<file path="config.mk">
export PLATFORM = sky130hd
export DESIGN_NAME = int2float_arbiter
export DESIGN_NICKNAME = d
export VERILOG_FILES = /design/src/rtl/int2float_arbiter.sv
export SDC_FILE = /design/constraint.sdc
export NUM_CORES = 1
export LEC_CHECK = 0
export ABC_AREA = 1
export CAP_MARGIN = 10
export CORE_ASPECT_RATIO = 1.25
export CORE_MARGIN = 5
export CORE_UTILIZATION = 43
export DETAILED_ROUTE_END_ITERATION = 8
export HOLD_SLACK_MARGIN = 0.15
export PLACE_DENSITY = 0.74
export SYNTH_ARGS = -nofsm -noshare
export SYNTH_HDL_FRONTEND = slang
export SYNTH_HIERARCHICAL = 1
export SYNTH_SLANG_ARGS = --single-unit
</file>
<file path="constraint.sdc">
create_clock -name clk -period 2.23 [get_ports clk]
set_input_delay 0.5575 -clock clk [delete_from_list [all_inputs] [get_ports clk]]
set_output_delay 0.5575 -clock clk [all_outputs]
set_load 0.1 [all_outputs]
</file>
<file path="src/rtl/int2float_arbiter.sv">
// Round-robin sequencer sharing one combinational int-to-float converter core
// between NREQ requesters, with a holding stage and a small in-order response FIFO.
module int2float_arbiter #(
    parameter int NREQ   = 4,
    parameter int TAGW   = 4,
    parameter int ODEPTH = 2
) (
    input  logic                     clk,
    input  logic                     rst,
    input  logic [NREQ-1:0]          req_valid,
    output logic [NREQ-1:0]          req_ready,
    input  logic [NREQ*11-1:0]       req_x,
    input  logic [NREQ*TAGW-1:0]     req_tag,
    output logic [10:0]              conv_x,
    input  logic [6:0]               conv_y,
    output logic                     rsp_valid,
    input  logic                     rsp_ready,
    output logic [6:0]               rsp_y,
    output logic [$clog2(NREQ)-1:0]  rsp_src,
    output logic [TAGW-1:0]          rsp_tag,
    output logic                     busy,
    output logic [15:0]              done_cnt
);

    localparam int SW = $clog2(NREQ);
    localparam int AW = $clog2(ODEPTH);
    localparam int CW = $clog2(ODEPTH + 1);

    // Returns {found, index} of the first set valid bit at or after p, wrapping.
    function automatic logic [SW:0] rr_pick(input logic [NREQ-1:0] v, input logic [SW-1:0] p);
        logic [SW:0]   r;
        logic [SW-1:0] sel;
        int            idx;
        r = '0;
        for (int k = NREQ - 1; k >= 0; k--) begin
            idx = (int'(p) + k) % NREQ;
            sel = SW'(idx);
            if (v[sel]) begin
                r = {1'b1, sel};
            end else begin
                r = r;
            end
        end
        return r;
    endfunction

    logic               s1_v_r;
    logic [10:0]        s1_x_r;
    logic [SW-1:0]      s1_src_r;
    logic [TAGW-1:0]    s1_tag_r;
    logic [SW-1:0]      ptr_r;
    logic [6:0]         fifo_y_r   [ODEPTH];
    logic [SW-1:0]      fifo_src_r [ODEPTH];
    logic [TAGW-1:0]    fifo_tag_r [ODEPTH];
    logic [AW-1:0]      wr_ptr_r;
    logic [AW-1:0]      rd_ptr_r;
    logic [CW-1:0]      fifo_cnt_r;
    logic [15:0]        done_cnt_r;

    logic               pop_s;
    logic               push_s;
    logic               can_load_s;
    logic               found_s;
    logic [SW-1:0]      win_s;
    logic [SW-1:0]      ptr_nxt_s;
    logic               accept_s;
    logic [10:0]        acc_x_s;
    logic [TAGW-1:0]    acc_tag_s;

    assign rsp_valid  = (fifo_cnt_r != '0);
    assign pop_s      = rsp_valid & rsp_ready;
    // A full FIFO still accepts the S1 result when the head leaves this cycle.
    assign push_s     = s1_v_r & ((fifo_cnt_r < CW'(ODEPTH)) | pop_s);
    assign can_load_s = ~s1_v_r | push_s;
    assign busy       = s1_v_r | rsp_valid;
    assign done_cnt   = done_cnt_r;

    // Round-robin winner selection and grant generation.
    always_comb begin
        {found_s, win_s} = rr_pick(req_valid, ptr_r);
        if (!rst && found_s && can_load_s) begin
            req_ready = NREQ'(1) << win_s;
        end else begin
            req_ready = '0;
        end
        if (win_s == SW'(NREQ - 1)) begin
            ptr_nxt_s = '0;
        end else begin
            ptr_nxt_s = win_s + SW'(1);
        end
        accept_s  = |(req_valid & req_ready);
        acc_x_s   = req_x[int'(win_s)*11 +: 11];
        acc_tag_s = req_tag[int'(win_s)*TAGW +: TAGW];
    end

    // Converter operand is held at zero while the stage is empty.
    always_comb begin
        if (s1_v_r) begin
            conv_x = s1_x_r;
        end else begin
            conv_x = 11'h000;
        end
    end

    // Response head driven from FIFO registers, zero when empty.
    always_comb begin
        if (rsp_valid) begin
            rsp_y   = fifo_y_r[rd_ptr_r];
            rsp_src = fifo_src_r[rd_ptr_r];
            rsp_tag = fifo_tag_r[rd_ptr_r];
        end else begin
            rsp_y   = 7'h00;
            rsp_src = '0;
            rsp_tag = '0;
        end
    end

    // Holding stage and round-robin pointer.
    always_ff @(posedge clk) begin
        if (rst) begin
            s1_v_r   <= 1'b0;
            s1_x_r   <= 11'h000;
            s1_src_r <= '0;
            s1_tag_r <= '0;
            ptr_r    <= '0;
        end else if (accept_s) begin
            s1_v_r   <= 1'b1;
            s1_x_r   <= acc_x_s;
            s1_src_r <= win_s;
            s1_tag_r <= acc_tag_s;
            ptr_r    <= ptr_nxt_s;
        end else if (push_s) begin
            s1_v_r   <= 1'b0;
        end else begin
            s1_v_r   <= s1_v_r;
        end
    end

    // Output FIFO storage, pointers and occupancy.
    always_ff @(posedge clk) begin
        if (rst) begin
            for (int i = 0; i < ODEPTH; i++) begin
                fifo_y_r[i]   <= 7'h00;
                fifo_src_r[i] <= '0;
                fifo_tag_r[i] <= '0;
            end
            wr_ptr_r   <= '0;
            rd_ptr_r   <= '0;
            fifo_cnt_r <= '0;
        end else begin
            if (push_s) begin
                fifo_y_r[wr_ptr_r]   <= conv_y;
                fifo_src_r[wr_ptr_r] <= s1_src_r;
                fifo_tag_r[wr_ptr_r] <= s1_tag_r;
                wr_ptr_r             <= wr_ptr_r + AW'(1);
            end
            if (pop_s) begin
                rd_ptr_r <= rd_ptr_r + AW'(1);
            end
            case ({push_s, pop_s})
                2'b10:   fifo_cnt_r <= fifo_cnt_r + CW'(1);
                2'b01:   fifo_cnt_r <= fifo_cnt_r - CW'(1);
                default: fifo_cnt_r <= fifo_cnt_r;
            endcase
        end
    end

    // Completed-response counter, wraps naturally at 16 bits.
    always_ff @(posedge clk) begin
        if (rst) begin
            done_cnt_r <= 16'h0000;
        end else if (pop_s) begin
            done_cnt_r <= done_cnt_r + 16'h0001;
        end else begin
            done_cnt_r <= done_cnt_r;
        end
    end

    int2float_arbiter_chk #(
        .NREQ   (NREQ),
        .ODEPTH (ODEPTH)
    ) u_chk (
        .clk       (clk),
        .rst       (rst),
        .req_valid (req_valid),
        .req_ready (req_ready),
        .fifo_cnt  (fifo_cnt_r)
    );

endmodule

// Structural invariants of the arbiter: grant shape and FIFO occupancy bound.
module int2float_arbiter_chk #(
    parameter int NREQ   = 4,
    parameter int ODEPTH = 2
) (
    input logic                          clk,
    input logic                          rst,
    input logic [NREQ-1:0]               req_valid,
    input logic [NREQ-1:0]               req_ready,
    input logic [$clog2(ODEPTH+1)-1:0]   fifo_cnt
);

    localparam int CW = $clog2(ODEPTH + 1);

    // Sample invariants once per cycle outside reset.
    always @(posedge clk) begin
        if (!rst) begin
            assert ($onehot0(req_ready))
                else $error("int2float_arbiter_chk: req_ready not one-hot %b", req_ready);
            assert ((req_ready & ~req_valid) == '0)
                else $error("int2float_arbiter_chk: grant to idle requester %b", req_ready);
            assert (fifo_cnt <= CW'(ODEPTH))
                else $error("int2float_arbiter_chk: fifo overflow count %0d", fifo_cnt);
        end
    end

endmodule

</file>
==> results of run 1 <==
## cell usage in the layout (no fill, tap or decap), drive strengths merged
cell           instances
a21oi                 30
buf                   97
clkbuf                12
clkdlybuf4s15          2
clkdlybuf4s50         68
clkinv                 6
dfxtp                 41
dlygate4sd2            1
edfxtp                26
ha                     4
inv                  120
nand2                145
nand3                 63
nand3b                24
nand4                  7
nor2                  60
nor3                   2
nor3b                  2
o211ai                 1
o21ai                 30
o21bai                 1
or2                    1
xnor2                  1
xor2                   1
## state kept, by name, indices dropped and copies added (netlist names), named ones only
register,flops
ptr_r,2
s1_v_r,1
fifo_src_r,4
wr_ptr_r,1
s1_src_r,2
rd_ptr_r,1
fifo_tag_r,8
done_cnt,16
fifo_y_r,14
fifo_cnt_r,2
s1_x_r,11
s1_tag_r,4
## per-layer routing
| layer | share of wire [%] | GRT usage, % | up-vias |
|---|---|---|---|
| li1 | - | - | 2141 |
| met1 | 38 | 23.9 | 1928 |
| met2 | 53 | 37.2 | 138 |
| met3 | 5.8 | 5.31 | 31 |
| met4 | 3.1 | 9.34 | 0 |
| met5 | 0 | 0 | - |
## worst min-delay path by stage
stage | endpoint | depth (start not counted) | startpoint | slack (ns)
after global placement | rd_ptr_r$_SDFFE_PP0P_ | 1 | rd_ptr_r$_SDFFE_PP0P_ | 0.44
after detailed placement | flip-flop | 1 | rd_ptr_r$_SDFFE_PP0P_ | 0.45
after floorplan | flip-flop | 1 | rd_ptr_r$_SDFFE_PP0P_ | 0.43
after CTS | flip-flop | 1 | rd_ptr_r$_SDFFE_PP0P_ | 0.46
final | flip-flop | 1 | rd_ptr_r$_SDFFE_PP0P_ | 0.47
after global routing | flip-flop | 1 | rd_ptr_r$_SDFFE_PP0P_ | 0.49
## cell type report
cell class | instances | area (µm²)
repair buffers | 168 | 1880
well taps | 123 | 154
clock inverters | 4 | 23.8
inverters | 122 | 509
clock buffers | 12 | 268
flip-flops and latches | 67 | 1610
multi-input cells | 372 | 2270
fillers | 673 | 2360
## synth_stat cells
| cell type | n | area [µm²] |
|---|---|---|
| o211ai_1 | 1 | 7.51 |
| a21oi_1 | 30 | 150 |
| nand4_2 | 1 | 12.5 |
| nand2_2 | 5 | 31.3 |
| nand2_4 | 2 | 22.5 |
| dfxtp_1 | 41 | 821 |
| nand4_1 | 6 | 37.5 |
| clkinv_1 | 1 | 3.75 |
| or2_2 | 1 | 6.26 |
| o21ai_0 | 20 | 100 |
| inv_2 | 4 | 15.0 |
| buf_6 | 5 | 56.3 |
| nand2_1 | 134 | 503 |
| o21ai_2 | 2 | 17.5 |
| xor2_1 | 1 | 8.76 |
| nor2_2 | 1 | 6.26 |
| nor3_1 | 2 | 10.0 |
| nand3b_1 | 24 | 180 |
| o21bai_1 | 1 | 7.51 |
| o21ai_1 | 8 | 40.0 |
| buf_4 | 3 | 22.5 |
| clkbuf_1 | 10 | 37.5 |
| nand3_1 | 63 | 315 |
| nor2_1 | 59 | 221 |
| xnor2_1 | 1 | 8.76 |
| edfxtp_1 | 26 | 781 |
| clkinv_2 | 1 | 5.00 |
| nor3b_1 | 2 | 15.0 |
| ha_1 | 4 | 50.1 |
| buf_2 | 8 | 40.0 |
| inv_1 | 116 | 435 |
## worst max-delay path, stage by stage (launching register included)
cell     delay [ns]
dfxtp_4        0.36
buf_16         0.15
o21ai_4        0.21
nand3_2        0.09
nand2_1        0.07
nand2_1        0.04
nand2_1        0.09
nand2_2        0.10
inv_4          0.10
ha_4           0.15
inv_2          0.04
nor2_4         0.09
buf_12         0.18
## cell families after synthesis
logic type / Yosys count / synth area share (%)
XOR/XNOR: 2 / 0.441
buffers and inverters: 148 / 15.5
flip-flops: 67 / 40.4
AO/OA/AOI/OAI: 62 / 8.13
adder cells (fa/ha/maj): 4 / 1.26
AND/OR/NAND/NOR: 300 / 34.3
## what timing repair did
item                       in CTS  in global routing
setup buffers                   9                  5
gates cloned                    2                  3
setup endpoints to repair      24                 25
resized for setup              49                 56
hold endpoints to repair        0                  0
pin swaps                      26                 39
## power breakdown
group	switching, mW	leakage [nW]	internal, mW
Clock	0.494	0.147	0.846
Combinational	3.49	2.37	2.04
Sequential	0.159	0.608	1.52
Total	4.14	3.12	4.40
==> results.toml, run 1 <==
[sta]
fin_hold_ws_ns = 0.469
grt_setup_unrepaired = "true"
fmax_mhz = 390
setup_ws_ns = -0.331
max-slew-margin-rel_pct = 68.5
min_period_ns = 2.56
drv_slew = 0
hold_viol = 0
fin_crit_sh_pct = 115
finalSetupViolCount = 24
fin_skew_ns = 0.00860
fin_setup_tns_ns = -3.09
worst_slew_pin_slew_ns = 0.472

[cts]
clockBufferDepth = 2
hold_buffers = 0
clock_sinks = 67
cts_tree = "built"
root_buffer = "clkbuf_16"
cts_made_buffers = 9
cts_htree_levels = 3
clk_pin_slew_ns = 0.05
clkLatencyLatePin_ns = 0.32

[run]
cap_violations = 0

[detailed_routing]
viasPerCell = 4.88
num_vias = 4238
ant_nets = 0
wire_per_inst_um = 13.6
drcViolationCount = 0
drtIter0Drc = 161
drt_wl_total_mm = 11.8
firstDrtPassIters = 4

[die]
core_area_um2 = 9080
die_area_um2 = 11300
ios = 120
die_y_um = 117
placementRows = 39
chipWidth_um = 95.9
start_util_pct = 43.7

[cells_and_area]
finalNonFillerCells = 868
antenna_cells = 0
nets = 818
final_cell_area_um2 = 6720
final_util_pct = 74.0
area_growth_pct = 69.3
layout-drive-gt1-share_pct = 30.1

[setup_path]
worstPathRequired_ns = 1.67
rrSetupSlack_ns = -0.14
critical_path.startpoint = "ptr_r[0]$_SDFFE_PP0P_"
timing.rr.start = "ptr_r[0]$_SDFFE_PP0P_"
r2r-end = "s1_tag_r[1]$_SDFFE_PP0P_"
cp-endpoint = "req_ready[2]"
end_kind = "primary output"
worstRegToRegCells = 17
crit_fanout = 7
cp.arrival_ns = 2.00
crit_type = "reg -> out"
start_kind = "flip-flop"

[power]
peakVddDrop_mv = 0.598
p_leak_nw = 3.12
totalPowerFinal_mw = 8.54
p_per_area_nw_per_um2 = 1270

[logic_synthesis]
syn_inst = 583
synth-seq-area-share_pct = 40.4
mappedNetlistArea_um2 = 3970
synth.avg_cell_area_um2 = 6.81
yosysWarnings = 6
syn_nets = 661
synth-seq-cells = 67
yosysUniqueCellTypes = 31

[placement]
port_buffers = 119
gp_congestion = 0.902
dpl_worst_slack_ns = -0.742
dp.cells = 836
hpwl_mm = 8.47
place_area_um2 = 5930

[global_routing]
grt_pass1_vias = 4331
grt_start_max_net_pins = 40
grt_use_total_pct = 21.3
antenna_found_initial = 0
overflow = 0
grt_first_pass_wirelength_mm = 19.4

[status]
violations = "negative setup slack"
outcome = "finished, violations left"

[min_path]
worst_hold_path_type = "reg -> reg"
Note: power is estimated with default switching activity, not from simulation.
==> inputs of run 2 (changes only) <==
CORE_UTILIZATION = 58   (was 43)
DONT_BUFFER_PORTS = 1   (was not set)
PLACE_DENSITY = 0.73   (was 0.74)
==> results.toml, run 2 (synthesis gave the netlist of run 1 again) <==
[status]
outcome = "finished, violations left"
violations = "negative setup slack"

[cts]
hold_buffers = 0
cts_made_buffers = 9
clk_pin_slew_ns = 0.07
cts_htree_levels = 3
clkLatencyLatePin_ns = 0.33
root_buffer = "clkbuf_8"
clockBufferDepth = 2
cts_tree = "built"
clock_sinks = 67

[placement]
hpwl_mm = 6.87
port_buffers = 0
dp.cells = 713
gp_congestion = 0.856
place_area_um2 = 4890
dpl_worst_slack_ns = -0.111

[cells_and_area]
nets = 724
area_growth_pct = 39.4
n_fill_cell = 388
layout-drive-gt1-share_pct = 30.4
final_util_pct = 83.8
final_common_cell = "nand2_1"
final_cell_area_um2 = 5530
antenna_cells = 0
seqCellArea_um2 = 1610
finalNonFillerCells = 738
largest_register_ffs = 16
multi_input_area_um2 = 2270
final_cell_mix = "nand2_1 (115), inv_1 (108), buf_4 (52), nand3_1 (51), nor2_1 (49)"

[sta]
max-slew-margin-rel_pct = 62.1
hold_viol = 0
min_period_ns = 2.61
fin_crit_sh_pct = 117
fin_hold_ws_ns = 0.271
fmax_mhz = 384
setup_ws_ns = -0.375
fin_setup_tns_ns = -2.80
drv_slew = 0
finalSetupViolCount = 23
fin_skew_ns = 0.00483
worst_slew_pin_slew_ns = 0.568
grt_setup_unrepaired = "true"

[die]
die_area_um2 = 8610
placementRows = 33
ios = 120
chipWidth_um = 84.0
die_y_um = 102
start_util_pct = 60.1
core_area_um2 = 6610

[power]
seq_power_share_pct = 21.6
peakVddDrop_mv = 1.03
comb_power_share_pct = 65.6
switching_share_pct = 51.7
p_leak_nw = 2.65
power.switching_mw = 4.02
p_per_area_nw_per_um2 = 1400
p_int_mw = 3.75
totalPowerFinal_mw = 7.76
pwr-share-clk_pct = 12.8

[detailed_routing]
drcViolationCount = 0
viasPerCell = 5.33
wire_per_inst_um = 15.2
ant_nets = 0
drt_wl_total_mm = 11.2
firstDrtPassIters = 5
drtIter0Drc = 181
num_vias = 3935

[min_path]
worst_hold_path_type = "in -> reg"
min_from = "rst"

[setup_path]
timing.rr.start = "ptr_r[1]$_SDFFE_PP0P_"
path_cells = "buf_16 > o21ai_4 > nand2_2 > nand3_4 > nand2_4 > nand2_4 > nand2_4 > inv_4 > ha_4 > inv_2 > nor2_4 > buf_12"
crit_fanout = 6
critical_path.startpoint = "ptr_r[0]$_SDFFE_PP0P_"
cp.arrival_ns = 2.05
worstPathRequired_ns = 1.67
start_kind = "flip-flop"
crit_path_max_incr_delay_ns = 0.37
crit_family = "simple AND/OR/NAND/NOR gates"
crit_type = "reg -> out"
slowest_stage = "dfxtp_4"
cp_common_cell = "nand2_4"
end_kind = "primary output"
critical_path_buf_inv_count = 4

[global_routing]
grt_first_pass_wirelength_mm = 16.3
grt_start_max_net_pins = 40
antenna_found_initial = 0
overflow = 0
grt_use_total_pct = 23.1
grt_pass1_vias = 3772

[run]
cap_violations = 0
## run 2: final cells by class
type | instances | area share [%]
Multi-Input combinational cell | 371 | 41.1
Inverter | 122 | 9.09
Timing Repair Buffer | 75 | 15.3
Tap cell | 87 | 1.97
Clock inverter | 5 | 0.927
Sequential cell | 67 | 29.1
Clock buffer | 11 | 2.55
## run 2: timing repair
action / CTS / global route
setup endpoints to repair: 23 / 23
buffers inserted: 3 / 2
cloned: 1 / 3
pin swaps: 14 / 25
gates resized for setup: 27 / 64
## run 2: worst paths after layout
kind | end | cells after the start | slack (ns)
max | req_ready[2] | 12 | -0.38
min | ptr_r[0]$_SDFFE_PP0P_ | 1 | 0.27
max reg2reg | s1_tag_r[3]$_SDFFE_PP0P_ | 19 | -0.13
min reg2reg | rd_ptr_r$_SDFFE_PP0P_ | 1 | 0.47
## run 2: power by group through the flow
stage               clock network, mW  logic, mW  registers [mW]
floorplan                           0       3.19            1.70
global placement                    0       4.18            1.65
detailed placement                  0       4.25            1.65
CTS                             0.999       4.47            1.64
global route                     1.05       5.41            1.70
finish                          0.992       5.09            1.68
## run 2: worst register-to-register path: stages, from the launching register on
cell and delay [ns]:
dfxtp_4 0.43, inv_1 0.13, nand2_1 0.11, nand2_2 0.06, nand2_2 0.10, nand3_4 0.11, nand2_4 0.10, nand2_4 0.06
nand2_4 0.11, inv_4 0.05, ha_4 0.16, nand4_1 0.11, nand2_2 0.08, clkinvlp_4 0.08, buf_12 0.15, nand2_8 0.10
o21ai_2 0.15, inv_1 0.06, nand2_1 0.07, inv_1 0.05
## run 2: per-layer routing
| layer | global-route usage (%) | vias to the layer above | part of all wire [%] |
|---|---|---|---|
| met1 | 25.9 | 1779 | 39 |
| met3 | 4.68 | 33 | 6.3 |
| met2 | 43.2 | 178 | 52 |
| met5 | 0 | - | 0 |
| li1 | - | 1945 | - |
| met4 | 9.16 | 0 | 2.8 |
